$ cat src/rtl/afc_start_sequencer_if.sv
// AFC start/busy handshake between the PLL-core sequencer (master) and the
// TMR AFC FSM (slave). The master raises AFCstart, the slave answers on AFCbusy.
interface afc_start_sequencer_if;
  logic AFCstart;
  logic AFCbusy;

  modport master (output AFCstart, input AFCbusy);
  modport slave  (input AFCstart, output AFCbusy);
endinterface

$ cat src/rtl/afc_start_sequencer.sv
// Initiator side of the AFC start/busy handshake, clocked by ckref.
// Waits for the VCO to settle, pulses AFCstart, then follows AFCbusy to
// completion, with ack/completion timeouts and bounded retries.
// Optional feature macro: AFC_SEQ_LOCK_MONITOR_EN enables automatic
// recalibration on filtered loss of pll_locked while LOCKED (and relock_cnt).
module afc_start_sequencer #(
  parameter int STARTUP_WAIT     = 1024,
  parameter int START_PULSE_LEN  = 4,
  parameter int BUSY_ACK_TIMEOUT = 64,
  parameter int CAL_TIMEOUT      = 65535,
  parameter int MAX_RETRY        = 3,
  parameter int LOSS_FILTER      = 16
) (
  input  logic                        ckref,
  input  logic                        reset,
  input  logic                        enable,
  input  logic                        recal_req,
  input  logic                        overridecontrol,
  input  logic                        pll_locked,
  afc_start_sequencer_if.master       afc,
  output logic                        cal_done,
  output logic                        cal_fail,
  output logic [1:0]                  retry_cnt,
  output logic [3:0]                  relock_cnt,
  output logic [2:0]                  seq_state
);

  typedef enum logic [2:0] {
    IDLE      = 3'd0,
    SETTLE    = 3'd1,
    START     = 3'd2,
    WAIT_BUSY = 3'd3,
    WAIT_DONE = 3'd4,
    LOCKED    = 3'd5,
    FAIL      = 3'd6
  } seqState_t;

  // Timer reload values: every phase counts down to 0, so load N-1 for N cycles.
  localparam logic [15:0] SETTLE_LOAD = 16'(STARTUP_WAIT - 1);
  localparam logic [15:0] PULSE_LOAD  = 16'(START_PULSE_LEN - 1);
  localparam logic [15:0] ACK_LOAD    = 16'(BUSY_ACK_TIMEOUT - 1);
  localparam logic [15:0] CAL_LOAD    = 16'(CAL_TIMEOUT - 1);
  localparam logic [1:0]  RETRY_LAST  = 2'(MAX_RETRY);

  seqState_t   state;
  logic [15:0] timer;

`ifdef AFC_SEQ_LOCK_MONITOR_EN
  localparam logic [5:0] LOSS_LAST = 6'(LOSS_FILTER - 1);
  logic [5:0] lossCnt;
  logic [3:0] relockCnt;
  assign relock_cnt = relockCnt;
`else
  // Lock monitor absent: pll_locked and the filter length are deliberately unused.
  logic [6:0] unusedLockInputs;
  assign unusedLockInputs = {pll_locked, 6'(LOSS_FILTER)};
  assign relock_cnt = 4'd0;
`endif

  assign seq_state = state;

  // Sequencer FSM: state, timer and all registered outputs in one block.
  always_ff @(posedge ckref) begin
    if (!reset) begin
      state        <= IDLE;
      timer        <= 16'd0;
      afc.AFCstart <= 1'b0;
      cal_done     <= 1'b0;
      cal_fail     <= 1'b0;
      retry_cnt    <= 2'd0;
`ifdef AFC_SEQ_LOCK_MONITOR_EN
      lossCnt      <= 6'd0;
      relockCnt    <= 4'd0;
`endif
    end else if (!enable || overridecontrol) begin
      // Disabled or under SPI override: park in IDLE, drop the handshake and flags.
      state        <= IDLE;
      timer        <= 16'd0;
      afc.AFCstart <= 1'b0;
      cal_done     <= 1'b0;
      cal_fail     <= 1'b0;
`ifdef AFC_SEQ_LOCK_MONITOR_EN
      lossCnt      <= 6'd0;
`endif
    end else begin
`ifdef AFC_SEQ_LOCK_MONITOR_EN
      // Loss counter only survives while LOCKED with the lock indicator low.
      lossCnt <= 6'd0;
`endif
      case (state)
        IDLE: begin
          state     <= SETTLE;
          timer     <= SETTLE_LOAD;
          retry_cnt <= 2'd0;
        end
        SETTLE: begin
          if (timer == 16'd0) begin
            state        <= START;
            timer        <= PULSE_LOAD;
            afc.AFCstart <= 1'b1;
          end else begin
            timer <= timer - 16'd1;
          end
        end
        START: begin
          if (timer == 16'd0) begin
            state        <= WAIT_BUSY;
            timer        <= ACK_LOAD;
            afc.AFCstart <= 1'b0;
          end else begin
            timer <= timer - 16'd1;
          end
        end
        WAIT_BUSY: begin
          if (afc.AFCbusy) begin
            state <= WAIT_DONE;
            timer <= CAL_LOAD;
          end else if (timer == 16'd0) begin
            if (retry_cnt == RETRY_LAST) begin
              state    <= FAIL;
              cal_fail <= 1'b1;
            end else begin
              state     <= SETTLE;
              timer     <= SETTLE_LOAD;
              retry_cnt <= retry_cnt + 2'd1;
            end
          end else begin
            timer <= timer - 16'd1;
          end
        end
        WAIT_DONE: begin
          if (!afc.AFCbusy) begin
            state    <= LOCKED;
            cal_done <= 1'b1;
          end else if (timer == 16'd0) begin
            if (retry_cnt == RETRY_LAST) begin
              state    <= FAIL;
              cal_fail <= 1'b1;
            end else begin
              state     <= SETTLE;
              timer     <= SETTLE_LOAD;
              retry_cnt <= retry_cnt + 2'd1;
            end
          end else begin
            timer <= timer - 16'd1;
          end
        end
        LOCKED: begin
          if (recal_req) begin
            state     <= SETTLE;
            timer     <= SETTLE_LOAD;
            cal_done  <= 1'b0;
            cal_fail  <= 1'b0;
            retry_cnt <= 2'd0;
          end
`ifdef AFC_SEQ_LOCK_MONITOR_EN
          else if (!pll_locked) begin
            if (lossCnt == LOSS_LAST) begin
              state     <= SETTLE;
              timer     <= SETTLE_LOAD;
              cal_done  <= 1'b0;
              retry_cnt <= 2'd0;
              if (relockCnt != 4'd15) begin
                relockCnt <= relockCnt + 4'd1;
              end
            end else begin
              lossCnt <= lossCnt + 6'd1;
            end
          end
`endif
        end
        FAIL: begin
          if (recal_req) begin
            state     <= SETTLE;
            timer     <= SETTLE_LOAD;
            cal_done  <= 1'b0;
            cal_fail  <= 1'b0;
            retry_cnt <= 2'd0;
          end
        end
        default: begin
          state        <= IDLE;
          timer        <= 16'd0;
          afc.AFCstart <= 1'b0;
        end
      endcase
    end
  end

endmodule

$ cat src/flat_wrapper.sv
// flat-port wrapper written by rule: the top's interface ports become plain ports
module afc_start_sequencer_flat 
#(
  parameter int STARTUP_WAIT     = 1024,
  parameter int START_PULSE_LEN  = 4,
  parameter int BUSY_ACK_TIMEOUT = 64,
  parameter int CAL_TIMEOUT      = 65535,
  parameter int MAX_RETRY        = 3,
  parameter int LOSS_FILTER      = 16
)
  (ckref, reset, enable, recal_req, overridecontrol, pll_locked, cal_done, cal_fail, retry_cnt, relock_cnt, seq_state, afc_AFCstart, afc_AFCbusy);
  afc_start_sequencer_if afc_i ();
  input  logic ckref;
  input  logic reset;
  input  logic enable;
  input  logic recal_req;
  input  logic overridecontrol;
  input  logic pll_locked;
  output logic cal_done;
  output logic cal_fail;
  output logic [1:0] retry_cnt;
  output logic [3:0] relock_cnt;
  output logic [2:0] seq_state;
  output wire logic [$bits(afc_i.AFCstart)-1:0] afc_AFCstart;
  input wire logic [$bits(afc_i.AFCbusy)-1:0] afc_AFCbusy;
  assign afc_AFCstart = afc_i.AFCstart;
  assign afc_i.AFCbusy = afc_AFCbusy;
  afc_start_sequencer #(.STARTUP_WAIT(STARTUP_WAIT), .START_PULSE_LEN(START_PULSE_LEN), .BUSY_ACK_TIMEOUT(BUSY_ACK_TIMEOUT), .CAL_TIMEOUT(CAL_TIMEOUT), .MAX_RETRY(MAX_RETRY), .LOSS_FILTER(LOSS_FILTER)) u_core (.ckref(ckref), .reset(reset), .enable(enable), .recal_req(recal_req), .overridecontrol(overridecontrol), .pll_locked(pll_locked), .afc(afc_i), .cal_done(cal_done), .cal_fail(cal_fail), .retry_cnt(retry_cnt), .relock_cnt(relock_cnt), .seq_state(seq_state));
endmodule
$ cat config.mk
export PLATFORM = sky130hd
export DESIGN_NAME = afc_start_sequencer_flat
export DESIGN_NICKNAME = d
export VERILOG_FILES = /design/src/rtl/afc_start_sequencer_if.sv /design/src/rtl/afc_start_sequencer.sv /design/src/flat_wrapper.sv
export SDC_FILE = /design/constraint.sdc
export NUM_CORES = 1
export LEC_CHECK = 0
export ABC_AREA = 1
export CAP_MARGIN = 20
export CELL_PAD_IN_SITES_DETAIL_PLACEMENT = 1
export CELL_PAD_IN_SITES_GLOBAL_PLACEMENT = 1
export CORE_MARGIN = 2
export CORE_UTILIZATION = 35
export CTS_CLUSTER_DIAMETER = 60
export DETAILED_ROUTE_END_ITERATION = 10
export PLACE_DENSITY = 0.71
export SYNTH_ARGS = -nofsm -noshare
export SYNTH_HDL_FRONTEND = slang
export SYNTH_SLANG_ARGS = --single-unit
$ cat constraint.sdc
create_clock -name ckref -period 3.6 [get_ports ckref]
set_input_delay 0.72 -clock ckref [delete_from_list [all_inputs] [get_ports ckref]]
set_output_delay 0.72 -clock ckref [all_outputs]
set_load 0.01 [all_outputs]
==> qor.yml <==
run_status:
  status: "finished clean"
placed_design:
  place_congestion: 0.824
  dp_hpwl_um: 4530
  post-place-cells: 430
  place.port_buffers: 13
timing:
  rsz0062_at_grt: "no"
  max_freq_ghz: 0.473
  period_needed_ns: 2.12
  setup_violations: 0
  fin_tns_setup_ns: 0
  relSlewSlack: 0.622
  fin_crit_sh: 0.588
  finalHoldViolations: 0
  slew_violations: 0
  fin_skew_ns: 0.00390
  tightest_slew_ns: 0.566
clocking:
  postCtsSetupRepairBufs: 0
  cts_buffers: 3
  cts-root-buf: "clkbuf_8"
  htreeDepth: 1
  clk_pin_slew_ns: 0.10
  post_cts_resized: 0
  clock_sinks: 24
  cts_tree: "yes"
  clock_path_buffers: 2
  hold_buffers: 0
  clk_latency_ns: 0.28
worst_setup_path:
  crit_slowest_cell: "clkdlybuf4s50_1"
  startpoint_type: "flop"
  crit_type: "reg2out"
  crit_chain: "clkdlybuf4s50_1"
  crit_required_ns: 2.88
  slowest_delay_ns: 0.60
  endpoint_kind: "output port"
  critPathMaxFanout: 8
  critPathArrivalTime_ns: 1.40
  crit_buf_inv: 1
  crit_family: "buffers and inverters"
synthesis:
  synth_warnings: 0
  synth_area_leaders: "dfxtp_1 24%, nand2_1 23%, inv_1 7.2%"
  synth_top_area_cell: "dfxtp_1"
  syn_area_per_cell_um2: 5.81
  postSynthCellCount: 351
  syn_area_um2: 2040
  synth_top_area_share: 0.235
  ys_seq_area_frac: 0.235
  synth_cell_type_count: 29
  synth-seq-cells: 24
cells_and_area:
  diodes: 0
  syn_to_final_growth_pct: 11.3
  nFillCells: 790
  drive_gt1_frac: 0.122
  final_nets: 373
  layout.cells.non_filler: 434
route:
  ant_nets: 0
  wl_per_cell_um: 13.9
  first_pass_iters: 4
  routed_wirelength_um: 6030
  drt_iter0_markers: 76
  viasPerCell: 4.99
  drc_errors: 0
  via_count: 2165
power_and_ir_drop:
  total_power_uw: 707
  p_leak_nw: 1.19
  ir_drop_mv: 0.200
  power_density_nw_per_um2: 311
die:
  core_area_um2: 5570
  die_w_um: 80.4
  row_count: 27
  die_area_um2: 6460
  initial_core_util: 0.366
  die_y_um: 80.4
  io_pins: 19
grt:
  grt_antenna_before_repair: 0
  grt_pass1_vias: 2201
  overflow: 0
  grt_pass1_wl_um: 10700
  grt_max_degree: 18
  groute.usage.overall: 0.212
job:
  drv_cap: 0
min_path:
  hp-class: "reg2reg"
## synthesized netlist by cell type (all sizes together)
library cell and number:
nand2 139, inv 47, nor2 42, nand3 29, a21oi 25, dfxtp 24, o21ai 17, buf 8
nand4 4, ha 3, xor2 3, a211oi 2, clkbuf 2, or2 2, xnor2 2, clkinv 1
conb 1
## sequential cells by signal, summed over array words and instances (netlist names)
signal               count
u_core.cal_done          1
u_core.timer            16
u_core.seq_state         3
u_core.afc.AFCstart      1
u_core.cal_fail          1
u_core.retry_cnt         2
## placed cells by master (no fill, tap or decap), drive strengths merged
| master | synthesis | routed |
|---|---|---|
| buf | 8 | 1 |
| a21oi | 25 | 25 |
| xor2 | 3 | 3 |
| nor2 | 42 | 42 |
| clkbuf | 2 | 3 |
| bufinv | 0 | 1 |
| clkdlybuf4s50 | 0 | 13 |
| nand4 | 4 | 4 |
| inv | 47 | 47 |
| conb | 1 | 4 |
| xnor2 | 2 | 2 |
| o21ai | 17 | 17 |
| or2 | 2 | 2 |
| ha | 3 | 3 |
| nand3 | 29 | 29 |
| dfxtp | 24 | 24 |
| a211oi | 2 | 2 |
| clkinv | 1 | 1 |
| nand2 | 139 | 139 |
## power breakdown
group | switching, mW | internal (mW) | leakage (nW)
clock | 0.106 | 0.149 | 0.0357
sequential | 0.0101 | 0.273 | 0.195
combinational | 0.112 | 0.0567 | 0.958
## kinds of logic after synthesis
kind of cell / after synthesis / synth area share
other: 1 / 0.00184
DFF: 24 / 0.235
AOI/OAI and AO/OA: 44 / 0.120
buffers and inverters: 58 / 0.128
xor gates and xnor gates: 5 / 0.0215
adders and majority gates: 3 / 0.0184
and+or+nand+nor: 216 / 0.475
## stage by stage
stage / area, µm² / utilization / setup WS (ns) / hold WS [ns]
after floorplan: 2050 / - / 1.98 / 0.457
after global placement: 2200 / 0.395 / 1.29 / 0.456
after detailed placement: 2200 / 0.395 / 1.26 / 0.459
after CTS: 2270 / 0.408 / 1.49 / 0.480
after global routing: 2270 / 0.408 / 1.39 / 0.506
final: 2270 / 0.408 / 1.48 / 0.474
## per-layer routing
metal | track usage | vias to the layer above | wire [µm]
met2 | 0.372 | 28 | 2900
met3 | 0.0315 | 2 | 132
li1 | - | 1107 | -
met1 | 0.280 | 1028 | 2970
met5 | 0 | - | 0
met4 | 0.0271 | 0 | 28
## path summary, 6_finish.rpt
kind	startpoint	to	slack [ns]	cells after the start
setup / recovery	u_core.seq_state[2]	seq_state[2]	1.48	1
hold / removal	u_core.cal_done	u_core.cal_done	0.47	2
setup reg to reg	u_core.timer[0]	u_core.seq_state[2]	1.62	11
hold reg to reg	u_core.cal_done	u_core.cal_done	0.47	2
## layout make-up
cell class / instances / area (µm²) / area share
Clock inverter: 1 / 30.0 / 0.0132
Tap cell: 72 / 90.1 / 0.0396
Multi-Input combinational cell: 272 / 1310 / 0.577
Clock buffer: 3 / 41.3 / 0.0182
Sequential cell: 24 / 480 / 0.211
Inverter: 48 / 183 / 0.0804
Timing Repair Buffer: 14 / 138 / 0.0606
Power figures use the tool's default switching activity.
